## config.mk

```make
export PLATFORM = sky130hd
export DESIGN_NAME = wdg_timer
export DESIGN_NICKNAME = d
export VERILOG_FILES = /design/src/rtl/wdg_timer.sv
export SDC_FILE = /design/constraint.sdc
export NUM_CORES = 1
export LEC_CHECK = 0
export CORE_MARGIN = 4
export CORE_UTILIZATION = 60
export DETAILED_ROUTE_END_ITERATION = 6
export PLACE_DENSITY_LB_ADDON = 0.12
export SLEW_MARGIN = 5
export SYNTH_ARGS = -nofsm -noshare
export SYNTH_HDL_FRONTEND = slang
export SYNTH_SLANG_ARGS = --single-unit
```

## constraint.sdc

```tcl
create_clock -name clk -period 2.95 [get_ports clk]
set_input_delay 0.295 -clock clk [delete_from_list [all_inputs] [get_ports clk]]
set_output_delay 0.295 -clock clk [all_outputs]
set_load 0.005 [all_outputs]
```

## src/rtl/wdg_timer.sv

```systemverilog
// Windowed watchdog timer with key-protected kick and small register file.
// Optional pre-warning interrupt is built when WDG_PREWARN_EN is defined.
module wdg_timer #(
  parameter int                    CNT_WIDTH       = 32,
  parameter int                    PRESCALE_WIDTH  = 16,
  parameter logic [CNT_WIDTH-1:0]  DEFAULT_TIMEOUT = 32'h0000_FFFF,
  parameter logic [31:0]           KICK_KEY        = 32'hA5C3_5A3C
) (
  input  logic        clk,
  input  logic        res_n,
  input  logic        wr_en,
  input  logic        rd_en,
  input  logic [2:0]  addr,
  input  logic [31:0] wdata,
  output logic [31:0] rdata,
  output logic        wdg_to,
  output logic        irq
);

  typedef enum logic [1:0] {S_DISABLED, S_RUNNING, S_EXPIRED} state_t;

  state_t                    r_state;
  logic                      r_en;
  logic                      r_lock;
  logic [PRESCALE_WIDTH-1:0] r_prescale;
  logic [CNT_WIDTH-1:0]      r_timeout;
  logic [CNT_WIDTH-1:0]      r_window;
  logic [CNT_WIDTH-1:0]      r_cnt;
  logic [PRESCALE_WIDTH-1:0] r_pcnt;
  logic [31:0]               r_rdata;
  logic                      r_wdg_to;

  logic w_wr_ctrl;
  logic w_wr_pre;
  logic w_wr_timeout;
  logic w_wr_window;
  logic w_wr_kick;
  logic w_tick;
  logic w_kick_ok;
  logic w_timeout_hit;
  logic w_status_pw;

  // Configuration writes are blocked once LOCK is set; only res_n clears it.
  assign w_wr_ctrl     = wr_en && (addr == 3'd0) && !r_lock;
  assign w_wr_pre      = wr_en && (addr == 3'd1) && !r_lock;
  assign w_wr_timeout  = wr_en && (addr == 3'd2) && !r_lock;
  assign w_wr_window   = wr_en && (addr == 3'd3) && !r_lock;
  assign w_wr_kick     = wr_en && (addr == 3'd4);

  assign w_tick        = (r_state == S_RUNNING) && (r_pcnt == r_prescale);
  assign w_kick_ok     = (wdata == KICK_KEY) && (r_cnt >= r_window);
  // >= rather than == so a TIMEOUT lowered below cnt still expires.
  assign w_timeout_hit = w_tick && (r_cnt >= r_timeout);

  always_ff @(posedge clk or negedge res_n) begin
    if (!res_n) begin
      r_en       <= 1'b0;
      r_lock     <= 1'b0;
      r_prescale <= '0;
      r_timeout  <= DEFAULT_TIMEOUT;
      r_window   <= '0;
    end else begin
      if (w_wr_ctrl) begin
        r_en   <= wdata[0];
        r_lock <= wdata[1];
      end
      if (w_wr_pre)     r_prescale <= wdata[PRESCALE_WIDTH-1:0];
      if (w_wr_timeout) r_timeout  <= wdata[CNT_WIDTH-1:0];
      if (w_wr_window)  r_window   <= wdata[CNT_WIDTH-1:0];
    end
  end

  always_ff @(posedge clk or negedge res_n) begin
    if (!res_n) begin
      r_state  <= S_DISABLED;
      r_cnt    <= '0;
      r_pcnt   <= '0;
      r_wdg_to <= 1'b0;
    end else begin
      case (r_state)
        S_DISABLED: begin
          r_cnt  <= '0;
          r_pcnt <= '0;
          if (w_wr_ctrl && wdata[0]) r_state <= S_RUNNING;
        end
        S_RUNNING: begin
          // A valid kick outranks an expiring tick in the same cycle.
          if (w_wr_kick) begin
            if (w_kick_ok) begin
              r_cnt  <= '0;
              r_pcnt <= '0;
            end else begin
              r_state  <= S_EXPIRED;
              r_wdg_to <= 1'b1;
            end
          end else if (w_timeout_hit) begin
            r_state  <= S_EXPIRED;
            r_wdg_to <= 1'b1;
          end else if (w_wr_ctrl && !wdata[0]) begin
            r_state <= S_DISABLED;
            r_cnt   <= '0;
            r_pcnt  <= '0;
          end else if (w_tick) begin
            r_cnt  <= r_cnt + CNT_WIDTH'(1);
            r_pcnt <= '0;
          end else begin
            r_pcnt <= r_pcnt + PRESCALE_WIDTH'(1);
          end
        end
        S_EXPIRED: begin
          r_wdg_to <= 1'b1;
        end
        default: r_state <= S_DISABLED;
      endcase
    end
  end

`ifdef WDG_PREWARN_EN
  logic r_prewarn;
  logic w_wr_status;
  logic w_pw_set;
  logic w_pw_clr;

  assign w_wr_status = wr_en && (addr == 3'd6);
  assign w_pw_set    = w_tick && (r_cnt == (r_timeout >> 1));
  assign w_pw_clr    = (w_wr_kick && (r_state == S_RUNNING) && w_kick_ok) ||
                       (w_wr_status && wdata[1]);

  always_ff @(posedge clk or negedge res_n) begin
    if (!res_n) begin
      r_prewarn <= 1'b0;
    end else if (w_pw_set) begin
      r_prewarn <= 1'b1;
    end else if (w_pw_clr) begin
      r_prewarn <= 1'b0;
    end
  end

  assign w_status_pw = r_prewarn;
  assign irq         = r_prewarn;
`else
  assign w_status_pw = 1'b0;
  assign irq         = 1'b0;
`endif

  always_ff @(posedge clk or negedge res_n) begin
    if (!res_n) begin
      r_rdata <= '0;
    end else if (rd_en) begin
      case (addr)
        3'd0:    r_rdata <= {30'b0, r_lock, r_en};
        3'd1:    r_rdata <= 32'(r_prescale);
        3'd2:    r_rdata <= 32'(r_timeout);
        3'd3:    r_rdata <= 32'(r_window);
        3'd5:    r_rdata <= 32'(r_cnt);
        3'd6:    r_rdata <= {30'b0, w_status_pw, r_wdg_to};
        default: r_rdata <= '0;
      endcase
    end
  end

  assign rdata  = r_rdata;
  assign wdg_to = r_wdg_to;

endmodule
```

### Word level (Yosys, flattened, before mapping)

Index checks and enable logic that the tools add are counted.

* $add $sub $neg: 2
* order comparisons: 2
* equality and inequality tests: 17
* muxes and demuxes: 23
* bitwise gates (word level): 1
* reduce and logical (&&, ||, !) cells: 24

Operators by type and width (number)
* case mux 32 bit (6 select lines): 1
* two-way mux 32 bit: 5
* two-way mux 16 bit: 5
* greater-or-equal comparator 32 bit: 2
* case mux 32 bit (2 select lines): 1
* adder 32 x 1 -> 32 bit, second input constant: 1
* equality test 32 bit, second input constant: 1
* case mux 16 bit (2 select lines): 1
* adder 16 x 1 -> 16 bit, second input constant: 1
* equality test 16 bit: 1
* logical AND 1 bit: 14
* inequality test 3 bit, second input constant: 4
* two-way mux 2 bit: 5
* equality test 3 bit, second input constant: 3
* inequality test 4 x 3 -> 1 bit, second input constant: 2
* AND reduction 4 bit: 2
* equality test 3 x 2 -> 1 bit, second input constant: 2
* case mux 2 bit (3 select lines): 1
* AND reduction 3 bit: 2
* nonzero test 2 bit: 2
* equality test 3 x 1 -> 1 bit, second input constant: 1
* logical NOT 3 bit: 1
* two-way mux 1 bit: 3
* equality test 2 x 1 -> 1 bit, second input constant: 1
* 6 further kinds: 7

* register bits: 165
* bits of input ports: 39
* output and inout port bits: 34
* logic and storage cells: 79

### Depth between registers and ports, before layout

Gate-level depths: netlist of run 1.

* depth after elaboration: 8
* gate-level depth with buffers: 12
* gate-level depth less buffers: 10

### Worst setup path after synthesis of run 1

No wires, ideal clock.

* kind: reg2reg
* from: reg r_cnt[0]
* to: reg r_cnt[28]
* setup time: 0.137 ns
* arrival: 2.457 ns
* data required time: 2.813 ns
* path slack: 0.356 ns
* stages on the path, launching flop included: 13
* buffers on the path: 2
* period minus slack after synthesis: 2.594 ns
* cells stage by stage: dfrtp_1 -> inv_1 -> ha_1 -> nand2b_1 -> a2111oi_0 -> or4b_1 -> nand4b_2 -> a221oi_2 -> o21ai_4 -> nor2_4 -> buf_6 -> buf_12 -> a31oi_4

* cells in the longest elaborated chain, start to end: 6
* elaborated cells between the ends (all ways): 13
* those cells by class: add/sub (1); order compare (2); eq/ne (2); mux (5); reduce/logical (3)

RTL lines
* start, declared: RTL line 28 `logic [CNT_WIDTH-1:0] r_cnt;`
* start signal, assigned: RTL line 104 `r_cnt <= r_cnt + CNT_WIDTH'(1);`
* adder 32 x 1 -> 32 bit: RTL line 104
* two-way mux 32 bit: RTL line 103 `end else if (w_tick) begin`
* two-way mux 32 bit: RTL line 99 `end else if (w_wr_ctrl && !wdata[0]) begin`
* two-way mux 32 bit: RTL line 96 `end else if (w_timeout_hit) begin`
* two-way mux 32 bit: RTL line 88 `if (w_wr_kick) begin`
* case mux 32 bit (2 select lines): RTL line 80 `case (r_state)`

Parallel ways exist; a longest one is shown, timed or not. The select of a mux whose other input is x is not followed.
A chain may end at the register's enable or synchronous reset.

### Final worst setup path of run 1

* from: reg r_cnt[21]
* to: reg r_cnt[21]

Same word-level chain as after synthesis.

==> results.env, run 1 <==
SYNTH.CELL_AREA_UM2=9761
GRT_SETUP_UNREPAIRED='yes'
ROUTE.VIAS.TOTAL=8361
CTS_TREE='yes'
TIMING_HOLD_VIOLATIONS_FINAL=0
TRITONCTS.NUM_BUFFERS=17
REG2REG_SETUP_SLACK_NS=0.04
STATUS='complete, no violations'
ROUTE.DETAILED.DRC=0
CP-START-KIND='flop'
CP_DATA_REQUIRED_TIME_NS=3.30
GLOBALROUTETOTALUTIL=0.2948
SYN2LAYOUT_AREA_GROWTH_PCT=25.04
CLK_ROOT_BUFFER_CELL='sky130_fd_sc_hd__clkbuf_16'
PLACE_CONGESTION=0.8661
IO-PIN-COUNT=73
DIE_Y_UM=135.5
END_KIND='flop'
PLACEMENT.CELL_AREA_UM2=11320
SYNTH.MUX.AREA_FRACTION=0.1129
NETLIST_INSTANCES=1010
MET1_USAGE=0.4167
FINALSETUPTNS_NS=0
WORST_HOLD_PATH.NUM_CELLS=5
SYNTH_CELL_TYPES=59
SYNTH_NETS=1115
LAYOUT-DRIVE-GT1-SHARE=0.2387
TIMING.RR.END='r_cnt[21]$_DFFE_PN0P_'
DETAILED_PLACE_HPWL_UM=18520
WORST_SLACK_NS=0.03876
POSTROUTEANTENNANETS=0
NUM-NETS-FINAL=1269
DIE-AREA_UM2=18370
CRITPATHMAXFANOUT=15
DETAILEDROUTE.FIRSTPASSITERATIONCOUNT=6
NFILLCELLS=1110
CPLARGESTDELAYFAMILY='compound AO/OA/AOI/OAI gates'
CRITICAL_PATH.MOST_COMMON_CELL='sky130_fd_sc_hd__buf_4'
CLOCKBUFFERDEPTH=2
WIRELENGTH_UM=26340
INSERTEDDIODECOUNT=0
INITIAL_UTILIZATION=0.6144
CTS.CLK_SLEW.WORST_PATHS_NS=0.06
WIRE_PER_INST_UM=18.91
ROW_COUNT=46
FMAX_MHz=343.5
SYNTH-EDFF-COUNT=0
POST_SYNTH_AND_OR_NAND_NOR_AREA_FRACTION=0.1293
NUMBER_OF_ANTENNA_VIOLATIONS_AT_THE_FIRST_CHECK_IN_GLOBAL_ROUTING=0
IR_WORST_VDD_uV=483.3
MIN_DELAY_WORST_ENDPOINT='r_en$_DFFE_PN0P_'
CTS.SINK_COUNT=165
ASYNCSETRESETFLOPFRACSYNTH=1.000
YOSYS_REGISTER_BITS=165
HOLD_CRIT_CLASS='in -> reg'
CORE_REGION_AREA_UM2=15890
POST_SYNTH_FA_HA_MAJ_AREA_FRACTION=0.08460
WORSTSKEWPAIRLATENCY_NS=0.44
PROPORTION_OF_SYNTHESIZED_CHIP_AREA_IN_SEQUENTIAL_CELLS=0.4251
FIRST_ITER_VIOLATIONS=648
WORST_HOLD_SLACK_NS=0.3610
MET2_USAGE=0.4712
FINALCLOCKSKEW_NS=0.009786
POSTSYNTHAREAPERCELL_UM2=9.664
MET3_USAGE=0.05869
CTS.HTREE.LEVELS=4
ROUTE.DETAILED.VIAS_PER_INST=6.002
BUFFERING_STAGE_COUNT_ON_THE_WORST_PATH_WITH_INVERTERS_INCLUDED=3
GRT_MAX_USAGE_LAYER='met2'
WORST-SLEW-PIN-TRANSITION_NS=0.7818
SHARE_OF_THE_SYNTHESIZED_NETLIST_AREA_TAKEN_BY_XOR_AND_XNOR_GATES=0.01615
MOST_USED_FLIP_FLOP_CELL_AFTER_SYNTHESIS='sky130_fd_sc_hd__dfrtp_1'
TIMING.SETUP.CRITICAL_PATH_CLASS='reg -> reg'
SYNTHTOPCELLSBYAREA='sky130_fd_sc_hd__dfrtp_1 (38%), sky130_fd_sc_hd__mux2_2 (9.3%), sky130_fd_sc_hd__ha_1 (8.5%)'
SYNTH_WARNINGS=0
CRIT_ARRIVAL_NS=3.26
CP_CELL_SEQUENCE='buf_4 > ha_1 > a21oi_2 > o21ai_2 > buf_4 > a221o_1 > o31a_1 > a31o_1 > o21ai_4 > nor2_4 > buf_12 > a31oi_1'
FIN_CRIT_SH=0.9869
SLOWEST_DELAY_NS=0.39
POST-ROUTE-MIN-PERIOD_NS=2.911
MAXSLEWVIOLCOUNT=0
SLEW_HEADROOM=0.4788
NETLIST.TOP_CELL.BY_AREA='sky130_fd_sc_hd__dfrtp_1'
GRT_PASS1_VIAS=8271
YOSYS.AREA.TOP_TYPE_SHARE=0.3820
FINAL_AREA_UM2=12200
MAX-CAP-VIOLATIONS=0
SETUP_VIOL=0
LARGEST_NET_DEGREE_AT_THE_START_OF_GLOBAL_ROUTING=81
FP.DIEW_UM=135.5
PLACEMENT.SETUP.WORST_SLACK_NS=-0.4586
WORST_R2R_SRC='r_cnt[21]$_DFFE_PN0P_'
LARGEST_FAMILY_OF_LOGIC_CELLS_BY_SYNTHESIZED_AREA='compound AO/OA/AOI/OAI gates'
PORT_BUFFERS=71
SYNTH-COMPOUND-AREA-SHARE=0.1704
CRIT_PATH_TOP_DELAY_CELL='sky130_fd_sc_hd__dfrtp_1'
RR_WORST_DEPTH=12
CELLPOWERDENSITY_nW_PER_UM2=532.4
P_LEAK_nW=5.597
HOLDCRITSTARTPOINT='addr[0]'
TOTAL_GRT_OVERFLOW=0
WIRE_LENGTH_OF_THE_FIRST_GLOBAL_ROUTING_PASS_UM=42640
## what timing repair did
action,CTS,global route
hold buffers,1,0
endpoints found under the setup margin,33,45
setup buffers,2,5
gates resized for setup,6,27
pin swaps,2,7
cloned,1,1
hold endpoints to repair,67,0
## sequential cells by signal (all words and copies together) (netlist names)
name        flops
wdg_to          1
rdata          32
r_cnt          32
r_timeout      32
r_en            1
r_prescale     16
r_pcnt         16
r_window       32
r_lock          1
r_state         2
## cell usage in the layout, fill, tap and decap left out, drive strengths merged, types with 50 or more instances in the layout
cell type	n
buf	111
inv	101
clkdlybuf4s50	69
nor2	77
dfrtp	149
o21ai	50
ha	66
nand2	65
a21oi	88
mux2	81
## how the worst max path moves through the flow
stage | from | end | slack (ns) | depth (start not counted)
finish | r_cnt[21]$_DFFE_PN0P_ | r_cnt[21]$_DFFE_PN0P_ | 0.04 | 12
global route | r_cnt[2]$_DFFE_PN0P_ | r_cnt[29]$_DFFE_PN0P_ | -0.02 | 9
CTS | r_timeout[0]$_DFFE_PN1P_ | r_cnt[11]$_DFFE_PN0P_ | 0.01 | 9
detailed placement | r_timeout[0]$_DFFE_PN1P_ | r_cnt[13]$_DFFE_PN0P_ | -0.46 | 9
global placement | r_timeout[0]$_DFFE_PN1P_ | r_cnt[2]$_DFFE_PN0P_ | -0.37 | 9
floorplan | r_cnt[0]$_DFFE_PN0P_ | r_cnt[28]$_DFFE_PN0P_ | 0.36 | 12
## Yosys cell counts (10+ instances only)
| library cell | instances |
|---|---|
| sky130_fd_sc_hd__dfrtp_1 | 149 |
| sky130_fd_sc_hd__inv_1 | 101 |
| sky130_fd_sc_hd__a21oi_1 | 88 |
| sky130_fd_sc_hd__mux2_2 | 81 |
| sky130_fd_sc_hd__nor2_1 | 75 |
| sky130_fd_sc_hd__ha_1 | 66 |
| sky130_fd_sc_hd__nand2_1 | 65 |
| sky130_fd_sc_hd__o21ai_0 | 48 |
| sky130_fd_sc_hd__o22ai_1 | 36 |
| sky130_fd_sc_hd__clkbuf_1 | 31 |
| sky130_fd_sc_hd__nand3_1 | 28 |
| sky130_fd_sc_hd__a31oi_1 | 24 |
| sky130_fd_sc_hd__and3_1 | 23 |
| sky130_fd_sc_hd__mux2i_1 | 19 |
| sky130_fd_sc_hd__nand4_1 | 18 |
| sky130_fd_sc_hd__dfstp_2 | 16 |
| sky130_fd_sc_hd__xor2_1 | 16 |
| sky130_fd_sc_hd__a22oi_1 | 15 |
| sky130_fd_sc_hd__nand2b_1 | 10 |
## layer usage
metal | routed length (um) | vias up
li1 | - | 3929
met1 | 11670 | 4086
met2 | 12580 | 300
met3 | 1637 | 46
met4 | 456 | 0
met5 | 0 | -
## area by class of cell
cell class / instances / area (um^2) / area share
clock buffer: 21 / 460.4 / 0.03773
clock inverter: 11 / 152.6 / 0.01251
inverter: 101 / 379.1 / 0.03106
multi-input combinational: 697 / 5161 / 0.4229
sequential: 165 / 4150 / 0.3401
tap: 216 / 270.3 / 0.02214
timing repair buffer: 182 / 1630 / 0.1336
## kinds of logic after synthesis
group,Yosys count
flip-flops,165
AO/OA/AOI/OAI,255
AND/OR/NAND/NOR,256
adder cells (fa/ha/maj),66
XOR/XNOR,18
buffers and inverters,149
multiplexers,100
other,1
## worst register-to-register path, stage by stage (launching register included)
cell and delay (ns):
sky130_fd_sc_hd__dfrtp_1 0.39, sky130_fd_sc_hd__buf_4 0.17, sky130_fd_sc_hd__ha_1 0.30, sky130_fd_sc_hd__a21oi_2 0.15
sky130_fd_sc_hd__o21ai_2 0.08, sky130_fd_sc_hd__buf_4 0.14, sky130_fd_sc_hd__a221o_1 0.34, sky130_fd_sc_hd__o31a_1 0.26
sky130_fd_sc_hd__a31o_1 0.23, sky130_fd_sc_hd__o21ai_4 0.34, sky130_fd_sc_hd__nor2_4 0.08, sky130_fd_sc_hd__buf_12 0.17
sky130_fd_sc_hd__a31oi_1 0.18
## metrics by stage
step / instances / utilization / power, mW
6_report: 1393 / 0.7683 / 6.497
2_1_floorplan: 1010 / - / 3.575
5_1_grt: 1393 / 0.7683 / 6.801
4_1_cts: 1387 / 0.7556 / 6.464
3_3_place_gp: 1351 / 0.7129 / 4.074
3_5_place_dp: 1351 / 0.7129 / 4.120
## power breakdown
part | internal, mW | total, mW | switching, mW
sequential | 2.59 | 2.83 | 0.235
clock | 1.38 | 2.33 | 0.945
combinational | 0.678 | 1.35 | 0.669
Power figures use the tool's default switching activity.
==> run 2, diff against run 1 <==
--- a/config.mk
+++ b/config.mk
@@ -6,7 +6,7 @@
 export NUM_CORES = 1
 export LEC_CHECK = 0
 export CORE_MARGIN = 4
-export CORE_UTILIZATION = 60
+export CORE_UTILIZATION = 64
 export DETAILED_ROUTE_END_ITERATION = 6
 export PLACE_DENSITY_LB_ADDON = 0.12
 export SLEW_MARGIN = 5
==> constraint.sdc (replaced) <==
create_clock -name clk -period 3.51 [get_ports clk]
set_input_delay 0.351 -clock clk [delete_from_list [all_inputs] [get_ports clk]]
set_output_delay 0.351 -clock clk [all_outputs]
set_load 0.005 [all_outputs]
==> run 2 against run 1 <==
- clock-buffer cell count down 1
- sequential power down 16%
- combinational power down 24%
- largest power group unchanged
- highest routed layer unchanged
- first-iteration DRC count up 62%
- global-route usage about the same
==> results.env, run 2 (same netlist as run 1, synthesis figures left out) <==
SETUP_VIOL=0  # unchanged
FINAL_AREA_UM2=11330  # -7.2%
CRITPATHMAXFANOUT=29  # +14
CTS.SINK_COUNT=165  # unchanged
POST-ROUTE-UTIL=0.7678  # about the same
FP.DIEW_UM=131.5  # -3.0%
STATUS='complete, no violations'
POWER_FRAC_CLOCK=0.365  # +0.007
SW_SHARE=0.2823  # -0.002300
SLOWEST_DELAY_NS=0.51  # +0.12 ns
GRT_PASS1_VIAS=7972  # -3.6%
PLACE_CONGESTION=0.8655  # about the same
CRIT_PATH_TOP_DELAY_CELL='sky130_fd_sc_hd__o21ai_4'
MAX-CAP-VIOLATIONS=0  # unchanged
CTS_TREE='yes'
POSTROUTEANTENNANETS=0  # unchanged
FIN_CRIT_SH=0.9189  # -0.06795
ROUTE.VIAS.TOTAL=8124  # -2.8%
FIRST_ITER_VIOLATIONS=1050  # +62%
LAYOUT.CELLS.MOST_COMMON_LIST='sky130_fd_sc_hd__dfrtp_1 (149), sky130_fd_sc_hd__inv_1 (101), sky130_fd_sc_hd__a21oi_1 (88)'
P_LEAK_nW=5.136  # -8.2%
TIMING_HOLD_VIOLATIONS_FINAL=0  # unchanged
CTS.CLK_SLEW.WORST_PATHS_NS=0.06  # about the same
SYN2LAYOUT_AREA_GROWTH_PCT=16.06
LAYOUT-DRIVE-GT1-SHARE=0.1596  # -0.07911
PORT_BUFFERS=71  # unchanged
LARGEST_NET_DEGREE_AT_THE_START_OF_GLOBAL_ROUTING=88  # +8.6%
TOTAL_GRT_OVERFLOW=0  # unchanged
INSERTEDDIODECOUNT=0  # unchanged
WORSTSKEWPAIRLATENCY_NS=0.43  # about the same
COMBPWRFRAC=0.190  # -0.017
DP.CELLS=1241  # -8.1%
CORE_REGION_AREA_UM2=14750  # -7.1%
INTERNAL_POWER_mW=3.843  # -17%
TRITONCTS.NUM_BUFFERS=17  # unchanged
POWER.NET_SWITCHING_mW=1.511  # -18%
FIN_CELLS=1274  # -8.5%
PLACEMENT.CELL_AREA_UM2=10700  # -5.5%
BUFFERING_STAGE_COUNT_ON_THE_WORST_PATH_WITH_INVERTERS_INCLUDED=1  # -2
WIRELENGTH_UM=25100  # -4.7%
CP-START-KIND='flop'
WORST-SLEW-PIN-TRANSITION_NS=0.7334  # -0.04832 ns
CPLARGESTDELAYFAMILY='compound AO/OA/AOI/OAI gates'
CP_CELL_SEQUENCE='ha_1 > a211oi_1 > o21ai_0 > a211oi_1 > o21ai_0 > a31o_1 > o21ai_4 > nor2_4 > buf_12 > a31oi_1'
WIRE_LENGTH_OF_THE_FIRST_GLOBAL_ROUTING_PASS_UM=41570  # -2.5%
CRIT_ARRIVAL_NS=3.57  # +0.31 ns
DIE_Y_UM=131.5  # -3.0%
SEQUENTIALPOWERSHARE=0.445  # +0.010
MOSTFREQUENTLAYOUTCELL='sky130_fd_sc_hd__dfrtp_1'
END_KIND='flop'
HOLD_CRIT_CLASS='in -> reg'
CTS.HTREE.LEVELS=4  # unchanged
DETAILEDROUTE.FIRSTPASSITERATIONCOUNT=5  # -1
ROW_COUNT=44  # -4.3%
CLOCKBUFFERDEPTH=2  # unchanged
CELLPOWERDENSITY_nW_PER_UM2=472.7  # -11%
MAXSLEWVIOLCOUNT=0  # unchanged
CLK_ROOT_BUFFER_CELL='sky130_fd_sc_hd__clkbuf_16'
DETAILED_PLACE_HPWL_UM=17020  # -8.1%
IR_WORST_VDD_uV=335.4  # -31%
WIRE_PER_INST_UM=19.70  # +4.2%
FMAX_MHz=310.0  # -9.7%
GRT_SETUP_UNREPAIRED='no'
NUM-NETS-FINAL=1182  # -6.9%
INITIAL_UTILIZATION=0.6616  # +0.04710
POST-ROUTE-MIN-PERIOD_NS=3.225  # +0.3141 ns
IO-PIN-COUNT=73  # unchanged
SLEW_HEADROOM=0.5110  # +0.03221
CP_DATA_REQUIRED_TIME_NS=3.86  # +0.56 ns
DIE-AREA_UM2=17290  # -5.9%
FINALSETUPTNS_NS=0  # unchanged
ROUTE.DETAILED.VIAS_PER_INST=6.377  # +6.2%
ROUTE.DETAILED.DRC=0  # unchanged
TIMING.SETUP.CRITICAL_PATH_CLASS='reg -> reg'
FINALCLOCKSKEW_NS=0.008851  # -0.0009349 ns
NUMBER_OF_ANTENNA_VIOLATIONS_AT_THE_FIRST_CHECK_IN_GLOBAL_ROUTING=0  # unchanged
CTS_SETUP_BUFFERS=0  # -2
GLOBALROUTETOTALUTIL=0.2948  # about the same
[run 2: timing repair]
item                       in CTS  in global routing
resized for setup               0                  1
hold endpoints to repair       56                  0
hold buffers                    1                  0
setup endpoints to repair       0                 27
[run 2: layout make-up]
class,count,area [um^2]
Clock buffer,20,466.7
Multi-Input combinational cell,696,5030
Tap cell,184,230.2
Sequential cell,165,4149
Clock inverter,12,151.4
Inverter,101,379.1
Timing Repair Buffer,96,922.1
Fill cell,1057,3426
[run 2: worst paths after layout]
kind	start	end	slack, ns	cells past startpoint
setup / recovery	r_cnt[2]$_DFFE_PN0P_	r_cnt[13]$_DFFE_PN0P_	0.28	10
hold / removal	addr[0]	r_en$_DFFE_PN0P_	0.35	4
setup reg to reg	r_cnt[2]$_DFFE_PN0P_	r_cnt[13]$_DFFE_PN0P_	0.28	10
hold reg to reg	r_en$_DFFE_PN0P_	r_en$_DFFE_PN0P_	0.50	2
max in group asynchronous	res_n	r_timeout[17]$_DFFE_PN0P_	2.05	3
min in group asynchronous	res_n	r_prescale[3]$_DFFE_PN0P_	0.52	2
[run 2: routing by layer]
| layer | track usage | vias up | share of wire |
|---|---|---|---|
| li1 | - | 3755 | - |
| met1 | 0.4201 | 3995 | 0.45 |
| met2 | 0.4536 | 326 | 0.46 |
| met3 | 0.05810 | 48 | 0.067 |
| met4 | 0.1033 | 0 | 0.025 |
| met5 | 0 | - | 0 |
[run 2: worst register-to-register path: cells and delay by family, from the launching register on]
kind / cells / cell delay (ns)
fa+ha+maj: 1 / 0.34
simple gates: 1 / 0.06
buf+inv: 1 / 0.20
compound gates: 7 / 2.04
flops: 1 / 0.49
[run 2: stage by stage]
step	setup WS, ns	total power [mW]	hold WS, ns
after floorplan	0.9162	3.005	0.05541
after global placement	0.2573	3.360	0.4343
after detailed placement	0.1745	3.396	0.4333
after CTS	0.1494	5.356	0.3312
after global routing	0.07213	5.600	0.3687
final	0.2846	5.355	0.3531
[run 2: power groups by stage]
| stage | clock network, mW | registers, mW | logic, mW |
|---|---|---|---|
| 2_1_floorplan | 0 | 2.34 | 0.663 |
| 3_3_place_gp | 0 | 2.39 | 0.968 |
| 3_5_place_dp | 0 | 2.40 | 0.993 |
| 4_1_cts | 1.97 | 2.37 | 1.01 |
| 5_1_grt | 2.06 | 2.40 | 1.13 |
| 6_report | 1.95 | 2.38 | 1.02 |
